<file path="config.mk">
export PLATFORM = sky130hd
export DESIGN_NAME = cla_seq_adder_flat
export DESIGN_NICKNAME = d
export VERILOG_FILES = /design/src/rtl/cla_pkg.sv /design/src/rtl/cla_seq_adder_if.sv /design/src/rtl/cla_group4.sv /design/src/rtl/cla_seq_adder.sv /design/src/flat_wrapper.sv
export SDC_FILE = /design/constraint.sdc
export NUM_CORES = 1
export LEC_CHECK = 0
export BUFFER_PORTS_ARGS = -buffer_cell sky130_fd_sc_hd__buf_2
export CORE_ASPECT_RATIO = 1.2
export CORE_MARGIN = 2
export CORE_UTILIZATION = 49
export DETAILED_ROUTE_END_ITERATION = 10
export PLACE_DENSITY = 0.78
export SETUP_SLACK_MARGIN = 0.3
export SYNTH_ARGS = -nofsm -noshare
export SYNTH_HDL_FRONTEND = slang
export SYNTH_SLANG_ARGS = --single-unit
</file>
<file path="constraint.sdc">
create_clock -name clk -period 3.1 [get_ports clk]
set_input_delay 0.465 -clock clk [delete_from_list [all_inputs] [get_ports clk]]
set_output_delay 0.465 -clock clk [all_outputs]
set_load 0.03 [all_outputs]
</file>
<file path="src/rtl/cla_pkg.sv">
// Shared constants for the multi-cycle carry-lookahead adder.
// Holds FSM state encodings and the lookahead group width.
package cla_pkg;

    typedef enum logic [1:0] {
        ST_IDLE = 2'd0,
        ST_RUN  = 2'd1,
        ST_DONE = 2'd2
    } state_e;

    localparam int CLA_GROUP = 4;

endpackage

</file>
<file path="src/rtl/cla_seq_adder_if.sv">
// Start/busy/done handshake bundle for cla_seq_adder.
// The sub signal exists only when CLA_SUB_EN is defined.
interface cla_seq_adder_if #(
    parameter int WIDTH = 32
);
    logic             start;
    logic [WIDTH-1:0] x;
    logic [WIDTH-1:0] y;
    logic             cin;
`ifdef CLA_SUB_EN
    logic             sub;
`endif
    logic             busy;
    logic             done;
    logic [WIDTH-1:0] s;
    logic             cout;
    logic             ovf;

`ifdef CLA_SUB_EN
    modport master (
        output start, x, y, cin, sub,
        input  busy, done, s, cout, ovf
    );
    modport slave (
        input  start, x, y, cin, sub,
        output busy, done, s, cout, ovf
    );
`else
    modport master (
        output start, x, y, cin,
        input  busy, done, s, cout, ovf
    );
    modport slave (
        input  start, x, y, cin,
        output busy, done, s, cout, ovf
    );
`endif

endinterface

</file>
<file path="src/rtl/cla_group4.sv">
// 4-bit carry-lookahead slice with group generate/propagate.
// All internal carries are formed directly from ci, no ripple.
module cla_group4 (
    input  logic [3:0] a,
    input  logic [3:0] b,
    input  logic       ci,
    output logic [3:0] s,
    output logic       g,
    output logic       p,
    output logic       co
);

    logic [3:0] gi;
    logic [3:0] pi;
    logic [3:0] c;

    always_comb begin
        gi   = a & b;
        pi   = a ^ b;
        c[0] = ci;
        c[1] = gi[0] | (pi[0] & ci);
        c[2] = gi[1] | (pi[1] & gi[0])
             | (pi[1] & pi[0] & ci);
        c[3] = gi[2] | (pi[2] & gi[1])
             | (pi[2] & pi[1] & gi[0])
             | (pi[2] & pi[1] & pi[0] & ci);
        g    = gi[3] | (pi[3] & gi[2])
             | (pi[3] & pi[2] & gi[1])
             | (pi[3] & pi[2] & pi[1] & gi[0]);
        p    = &pi;
        co   = g | (p & ci);
        s    = pi ^ c;
    end

endmodule

</file>
<file path="src/rtl/cla_seq_adder.sv">
// Multi-cycle CLA adder: CHUNK bits per clock, carry held between cycles.
// Define CLA_SUB_EN to add the sub port (x + ~y + 1).
module cla_seq_adder
    import cla_pkg::*;
#(
    parameter int WIDTH = 32,
    parameter int CHUNK = 8
) (
    input  logic           clk,
    input  logic           rst_n,
    cla_seq_adder_if.slave bus
);

    localparam int N  = WIDTH / CHUNK;
    localparam int NG = CHUNK / CLA_GROUP;
    localparam int IW = (N > 1) ? $clog2(N) : 1;
    localparam logic [IW-1:0] LAST = IW'(N - 1);

    if ((WIDTH % CHUNK) != 0 || (CHUNK % CLA_GROUP) != 0 || CHUNK < CLA_GROUP) begin : g_bad_cfg
        $error("cla_seq_adder: illegal WIDTH/CHUNK");
    end

    state_e           state_q, state_d;
    logic [WIDTH-1:0] opa_q, opa_d;
    logic [WIDTH-1:0] opb_q, opb_d;
    logic [WIDTH-1:0] s_q, s_d;
    logic [IW-1:0]    idx_q, idx_d;
    logic             carry_q, carry_d;
    logic             cout_q, cout_d;
    logic             ovf_q, ovf_d;
    logic             busy_q, busy_d;
    logic             done_q, done_d;

    logic [CHUNK-1:0] a_c;
    logic [CHUNK-1:0] b_c;
    logic [CHUNK-1:0] sum_c;
    logic [NG:0]      gci;
    logic [NG-1:0]    gg;
    logic [NG-1:0]    gp;
    logic [NG-1:0]    gco;
    logic             blk_g;
    logic             blk_p;
    logic             chunk_co;
    logic             c_msb;
    logic             sub_sel;

    always_comb begin
        a_c = '0;
        b_c = '0;
        for (int i = 0; i < N; i++) begin
            if (idx_q == IW'(i)) begin
                a_c = opa_q[i*CHUNK +: CHUNK];
                b_c = opb_q[i*CHUNK +: CHUNK];
            end
        end
    end

    assign gci[0] = carry_q;

    for (genvar j = 0; j < NG; j++) begin : g_grp
        cla_group4 u_grp (
            .a  (a_c[j*CLA_GROUP +: CLA_GROUP]),
            .b  (b_c[j*CLA_GROUP +: CLA_GROUP]),
            .ci (gci[j]),
            .s  (sum_c[j*CLA_GROUP +: CLA_GROUP]),
            .g  (gg[j]),
            .p  (gp[j]),
            .co (gco[j])
        );
        assign gci[j+1] = gco[j];
    end

    // Chunk-level G/P lookahead gives the chunk carry-out without the group chain.
    always_comb begin
        blk_g = 1'b0;
        blk_p = 1'b1;
        for (int j = 0; j < NG; j++) begin
            blk_g = gg[j] | (gp[j] & blk_g);
            blk_p = blk_p & gp[j];
        end
        chunk_co = blk_g | (blk_p & carry_q);
        c_msb    = a_c[CHUNK-1] ^ b_c[CHUNK-1] ^ sum_c[CHUNK-1];
    end

`ifdef CLA_SUB_EN
    assign sub_sel = bus.sub;
`else
    assign sub_sel = 1'b0;
`endif

    always_comb begin
        state_d = state_q;
        opa_d   = opa_q;
        opb_d   = opb_q;
        s_d     = s_q;
        idx_d   = idx_q;
        carry_d = carry_q;
        cout_d  = cout_q;
        ovf_d   = ovf_q;
        unique case (state_q)
            ST_IDLE, ST_DONE: begin
                state_d = ST_IDLE;
                if (bus.start) begin
                    state_d = ST_RUN;
                    opa_d   = bus.x;
                    opb_d   = sub_sel ? ~bus.y : bus.y;
                    carry_d = sub_sel | bus.cin;
                    idx_d   = '0;
                end
            end
            ST_RUN: begin
                for (int i = 0; i < N; i++) begin
                    if (idx_q == IW'(i)) begin
                        s_d[i*CHUNK +: CHUNK] = sum_c;
                    end
                end
                carry_d = gci[NG];
                idx_d   = idx_q + IW'(1);
                if (idx_q == LAST) begin
                    cout_d  = chunk_co;
                    ovf_d   = c_msb ^ chunk_co;
                    state_d = ST_DONE;
                end
            end
            default: state_d = ST_IDLE;
        endcase
        busy_d = (state_d == ST_RUN);
        done_d = (state_d == ST_DONE);
    end

    always_ff @(posedge clk or negedge rst_n) begin
        if (!rst_n) begin
            state_q <= ST_IDLE;
            opa_q   <= '0;
            opb_q   <= '0;
            s_q     <= '0;
            idx_q   <= '0;
            carry_q <= 1'b0;
            cout_q  <= 1'b0;
            ovf_q   <= 1'b0;
            busy_q  <= 1'b0;
            done_q  <= 1'b0;
        end else begin
            state_q <= state_d;
            opa_q   <= opa_d;
            opb_q   <= opb_d;
            s_q     <= s_d;
            idx_q   <= idx_d;
            carry_q <= carry_d;
            cout_q  <= cout_d;
            ovf_q   <= ovf_d;
            busy_q  <= busy_d;
            done_q  <= done_d;
        end
    end

    assign bus.busy = busy_q;
    assign bus.done = done_q;
    assign bus.s    = s_q;
    assign bus.cout = cout_q;
    assign bus.ovf  = ovf_q;

endmodule

</file>
<file path="src/flat_wrapper.sv">
// flat-port wrapper written by rule: the top's interface ports become plain ports
module cla_seq_adder_flat import cla_pkg::*;
#(
    parameter int WIDTH = 32,
    parameter int CHUNK = 8
)
  (clk, rst_n, bus_start, bus_x, bus_y, bus_cin, bus_busy, bus_done, bus_s, bus_cout, bus_ovf);
  cla_seq_adder_if #(.WIDTH(WIDTH)) bus_i ();
  input  logic clk;
  input  logic rst_n;
  input wire logic [$bits(bus_i.start)-1:0] bus_start;
  input wire logic [$bits(bus_i.x)-1:0] bus_x;
  input wire logic [$bits(bus_i.y)-1:0] bus_y;
  input wire logic [$bits(bus_i.cin)-1:0] bus_cin;
  output wire logic [$bits(bus_i.busy)-1:0] bus_busy;
  output wire logic [$bits(bus_i.done)-1:0] bus_done;
  output wire logic [$bits(bus_i.s)-1:0] bus_s;
  output wire logic [$bits(bus_i.cout)-1:0] bus_cout;
  output wire logic [$bits(bus_i.ovf)-1:0] bus_ovf;
  assign bus_i.start = bus_start;
  assign bus_i.x = bus_x;
  assign bus_i.y = bus_y;
  assign bus_i.cin = bus_cin;
  assign bus_busy = bus_i.busy;
  assign bus_done = bus_i.done;
  assign bus_s = bus_i.s;
  assign bus_cout = bus_i.cout;
  assign bus_ovf = bus_i.ovf;
  cla_seq_adder #(.WIDTH(WIDTH), .CHUNK(CHUNK)) u_core (.clk(clk), .rst_n(rst_n), .bus(bus_i));
endmodule
</file>
Yosys cells after proc, flatten, opt, wreduce, memory -nomap -nowiden
Cells that the tools add are included.
{ "totals": {"latch_bits": 0, "mem_bits_rw": 0, "mem_bits_ro": 0, "out_inout_bits": 36, "inputBits": 68, "word_cells": 113, "mem_count": 0, "register_bits": 105} }
{ "classes": {"eq_ne": 8, "n_div": 0, "add_sub_neg": 1, "n_shift": 0, "n_reduce_logical": 12, "mul": 0, "magnitude_cmp": 0, "bitwise_logic": 64, "muxes": 15} }
{ "op_table": {"columns": ["cell", "count"], "rows": [
  ["$mux W8", 8],
  ["$and A1 B1 Y1", 33],
  ["$or A1 B1 Y1", 22],
  ["$xor A4 B4 Y4", 4],
  ["$reduce_and A2 Y1", 6],
  ["$and A4 B4 Y4", 2],
  ["$eq A2 B2 Y1 const B", 4],
  ["$pmux W2 S2", 2],
  ["$reduce_and A4 Y1", 2],
  ["$eq A2 B1 Y1 const B", 3],
  ["$logic_not A2 Y1", 2],
  ["$mux W2", 2],
  ["$xor A1 B1 Y1", 3],
  ["$add A2 B1 Y2 const B", 1],
  ["$mux W1", 2],
  ["$ne A2 B2 Y1 const B", 1],
  ["$pmux W1 S2", 1],
  ["$reduce_bool A2 Y1", 1],
  ["$reduce_or A2 Y1", 1]
]} }

Longest topological paths before layout
{ "depth": {"ltp_word": 16, "depth_mapped": 16, "depth_no_buf": 14} }

Hierarchy
Synthesis repeated with hierarchy kept, for this count alone.
{ "hier_totals": {"hier_cells": 515, "hier_area_um2": 4988.5} }
{ "modules_own_cells": {"columns": ["module", "cells_per_inst", "instances", "area_each_um2"], "rows": [
  ["cla_seq_adder", 471, 1, 4623.2],
  ["cla_group4", 22, 2, 182.7]
]} }

Worst setup path before layout
OpenSTA, ideal clock, no wires.
{ "synth_timing": {"path_kind": "register to register", "startpoint": "register u_core.idx_q[0]", "endpoint": "register u_core.s_q[29] (netlist: u_core.bus.s[29])", "t_required_ns": 2.966, "path_buffers": 2, "arrival_ns": 2.960, "setup_time_ns": 0.134, "synth_period_minus_slack_ns": 3.094, "stages_incl_launch_ff": 16, "setup_slack_ns": 0.006, "path_cell_list": "dfrtp_1 ha_1 buf_2 nor2b_1 buf_2 a22oi_1 nor2_1 a21oi_1 o21ai_1 ha_1 a21oi_1 or2_0 and2_1 fa_1 xor2_1 o21ai_1"} }
{ "synth_between": {"elab_chain_len": 14, "word_cells_on_any_way": 31, "classes_between": "eq/ne (3); mux (8); bitwise (17); reduce/logical (3)"} }
{ "synth_rtl": {"columns": ["element", "line_no", "rtl"], "rows": [
  ["start, declared", "cla_seq_adder.sv:27", "logic [IW-1:0] idx_q, idx_d;"],
  ["start signal, assigned", "cla_seq_adder.sv:148", "idx_q <= idx_d;"],
  ["$logic_not A2 Y1", "cla_seq_adder.sv:51", "if (idx_q == IW'(i)) begin"],
  ["$mux W8 (4 in series)", "cla_seq_adder.sv:51", null],
  ["$xor A4 B4 Y4 / $and A4 B4 Y4 (equally long branches)", "cla_group4.sv:19, cla_group4.sv:18", null],
  ["$and A1 B1 Y1, on equally long branches", "cla_group4.sv:27, cla_group4.sv:28, cla_group4.sv:29", null],
  ["$or A1 B1 Y1 (tied with other cells)", "cla_group4.sv:27", "g = gi[3] | (pi[3] & gi[2])"],
  ["$or A1 B1 Y1 / $and A1 B1 Y1 (equally long branches)", "cla_group4.sv:28, cla_group4.sv:29", null],
  ["$or A1 B1 Y1", "cla_group4.sv:29", "| (pi[3] & pi[2] & pi[1] & gi[0]);"],
  ["$or A1 B1 Y1", "cla_group4.sv:31", "co = g | (p & ci);"],
  ["$and A1 B1 Y1", "cla_group4.sv:21", "c[1] = gi[0] | (pi[0] & ci);"],
  ["$or A1 B1 Y1", "cla_group4.sv:21", null],
  ["$xor A4 B4 Y4", "cla_group4.sv:32", "s = pi ^ c;"],
  ["end signal, assigned", "cla_seq_adder.sv:136", "s_q <= '0;"],
  ["end signal, assigned", "cla_seq_adder.sv:147", "s_q <= s_d;"],
  ["end, declared", "cla_seq_adder.sv:26", "logic [WIDTH-1:0] s_q, s_d;"]
]} }
Parallel ways exist; a longest one is shown, timed or not.
A chain may end at the register's enable or synchronous reset.

Final worst setup path
{ "layout_timing": {"startpoint": "register u_core.idx_q[0]", "endpoint": "register u_core.s_q[28] (netlist: u_core.bus.s[28])"} }
{ "layout_between": {"elab_chain_len": 12, "word_cells_on_any_way": 28, "classes_between": "eq/ne (3); mux (8); bitwise (14); reduce/logical (3)"} }
{ "layout_rtl": {"columns": ["element", "line_no"], "rows": [
  ["$logic_not A2 Y1", "cla_seq_adder.sv:51"],
  ["$mux W8 (4 in series)", "cla_seq_adder.sv:51"],
  ["$xor A4 B4 Y4 / $and A4 B4 Y4 (equally long branches)", "cla_group4.sv:19, cla_group4.sv:18"],
  ["$and A1 B1 Y1, on equally long branches", "cla_group4.sv:27, cla_group4.sv:28, cla_group4.sv:29"],
  ["$or A1 B1 Y1 (tied with other cells)", "cla_group4.sv:27"],
  ["$or A1 B1 Y1 / $and A1 B1 Y1 (equally long branches)", "cla_group4.sv:28, cla_group4.sv:29"],
  ["$or A1 B1 Y1", "cla_group4.sv:29"],
  ["$or A1 B1 Y1", "cla_group4.sv:31"],
  ["$xor A4 B4 Y4", "cla_group4.sv:32"]
]} }
Parallel ways exist; a longest one is shown, timed or not.

==> impl_metrics.toml <==
[sta]
rsz0062_at_grt = "yes"
tns_ns = -0.00726
maxSlewViolCount = 0
setup_viol = 1
finalClockSkew_ns = 0.0126
maxSlewHeadroom = 0.428
fin_ws_ns = -0.00726
worst_pin_slew_ns = 0.859
whs_ns = 0.230
finalHoldViolations = 0
min_period_ns = 3.11
fin_crit_sh = 1.00
fmax_mhz = 322

[synthesis]
ys_ff_latch = 105
ys.warnings.count = 0
synth_nets = 483
synth-edff-count = 0
syn_inst = 401
netlist_area_um2 = 4690
ys_seq_area_frac = 0.560
async_reset_ff_frac = 1.00
synth.top_cell.area_share = 0.560
synthFlopType = "dfrtp_1"
synth_cell_types = 37
synth_area_per_cell_um2 = 11.7
synth_area_leader_cell = "dfrtp_1"
synth_area_leaders = "dfrtp_1 56%, mux2_1 16%, o21ai_1 4.8%, nand2_1 3.9%, ha_1 3.2%"

[die]
die_w_um = 93.3
die_area_um2 = 10400
core.rowCount = 39
start_util = 0.498
io_pins = 104
core_area_um2 = 9420
die_h_um = 111

[clock_network]
clk_path_buf_depth = 2
cts_sinks = 105
insertion_delay_ns = 0.34
cts_tree = "yes"
ctsHoldBuffers = 0
cts_buffers = 9
clkTransAtPathRegs_ns = 0.07
htree_levels = 3
cts-root-buf = "clkbuf_16"

[setup_path]
critical_path_class = "reg -> reg"
worstPathRequired_ns = 3.29
cp_max_fo = 29
worstPathArrival_ns = 3.29
worstSetupStartpointType = "register"
end_kind = "register"

[global_route]
grt_max_degree = 69
grt.total_usage = 0.225
grt_pass1_vias = 3600
overflow = 0
grt_first_pass_wirelength_um = 18100
antenna_found_initial = 0

[place]
dp.cells = 619
io_buffers = 103
gp_congestion = 0.896
dpl.hpwl_um = 7670
pre_cts_slack_ns = -0.0921

[drt]
drc = 0
routedWlPerCell_um = 17.6
wirelength_um = 11500
drtAntennaViolNets = 0
vias = 3538
dr.pass1.iters = 4
first_iter_violations = 238
via_per_inst = 5.43

[outcome]
violations = "setup timing"
outcome = "complete, but fails checks"

[finish]
nNetsFinal = 607
drive_above_1_share = 0.372
final_cell_count_no_fill = 652
diodes = 0
syn2layout_area_growth_pct = 30.6

[hold_path]
hp-class = "in -> async"

[job]
maxCapViolations = 0
flip-flops by register name (all words and copies together), names as in the netlist:
register	flops
u_core.state_q	2
u_core.idx_q	2
u_core.opa_q	32
u_core.opb_q	32
u_core.bus.busy	1
u_core.carry_q	1
u_core.bus.s	32
u_core.bus.ovf	1
u_core.bus.cout	1
u_core.bus.done	1
synthesized netlist by cell type, types with 3 or more instances:
| master | count |
|---|---|
| o21ai_1 | 45 |
| nor2b_1 | 5 |
| nand2_1 | 49 |
| inv_1 | 8 |
| nor2_1 | 16 |
| clkbuf_1 | 12 |
| o21bai_1 | 3 |
| a22oi_1 | 14 |
| ha_1 | 12 |
| nor3_1 | 3 |
| a21oi_1 | 21 |
| xnor2_1 | 3 |
| buf_2 | 9 |
| mux2_1 | 68 |
| dfrtp_1 | 105 |
routing by layer:
metal	track usage	routed length, um
met5	0	0
met4	0.0931	413
met3	0.0306	596
met2	0.367	5670
met1	0.301	4790
layout by cell type (no fill, tap or decap), types with 5 or more instances in the layout:
master	netlist	final
dfrtp_1	105	105
ha_1	12	7
inv_1	8	6
mux2_1	68	68
nor2_1	16	14
a21oi_1	21	15
clkbuf_16	0	9
a22oi_1	14	8
a22oi_2	0	6
buf_4	0	27
nand2_1	49	49
buf_2	9	102
o21ai_1	45	40
a21oi_2	0	6
o21ai_2	0	5
final cells by class:
cell class,instances,area (um2)
multi-input cells,264,2180
well taps,123,154
inverters,9,33.8
clock buffers,9,225
repair buffers,136,830
fillers,692,3290
flip-flops and latches,105,2630
clock inverters,6,72.6
kinds of logic after synthesis:
| kind of cell | Yosys count | synth area share |
|---|---|---|
| DFF | 105 | 0.560 |
| AOI/OAI and AO/OA | 97 | 0.125 |
| xor gates and xnor gates | 6 | 0.0128 |
| and+or+nand+nor | 78 | 0.0685 |
| muxes | 69 | 0.165 |
| buffers and inverters | 32 | 0.0280 |
| adders and majority gates | 14 | 0.0405 |
through the flow:
| step | utilization | area [um2] |
|---|---|---|
| 2_1_floorplan | - | 4750 |
| 3_3_place_gp | 0.578 | 5440 |
| 3_5_place_dp | 0.578 | 5440 |
| 4_1_cts | 0.641 | 6040 |
| 5_1_grt | 0.651 | 6130 |
| 6_report | 0.651 | 6130 |
critical path, cell delays in order (launching register included):
cell and delay, ns:
dfrtp_1 0.42, buf_6 0.14, buf_4 0.12, buf_4 0.13, ha_1 0.25, buf_12 0.18, nand2_1 0.09, o21ai_2 0.08
ha_1 0.34, a21oi_2 0.11, or2_1 0.28, and2_4 0.15, fa_2 0.57, o21ai_1 0.08
final timing paths:
path | slack (ns) | depth (start not counted) | end | from
max in group asynchronous | 2.03 | 2 | u_core.bus.s[12] | rst_n
hold reg to reg | 0.48 | 2 | u_core.bus.s[27] | u_core.bus.s[27]
setup / recovery | -0.007 | 13 | u_core.bus.s[28] | u_core.idx_q[0]
hold / removal | 0.23 | 1 | u_core.bus.s[3] | rst_n
setup reg to reg | -0.007 | 13 | u_core.bus.s[28] | u_core.idx_q[0]
min in group clk | 0.33 | 2 | u_core.opa_q[3] | bus_x[3]
what timing repair did:
| action | CTS | global route |
|---|---|---|
| buffers inserted | 14 | 3 |
| resized for setup | 31 | 13 |
| pin swaps | 11 | 2 |
| setup endpoints to repair | 28 | 27 |
| cloned | 1 | 0 |
Power is not shown: default switching activity piles up to over one toggle a cycle in this logic, so the estimate is an artifact.
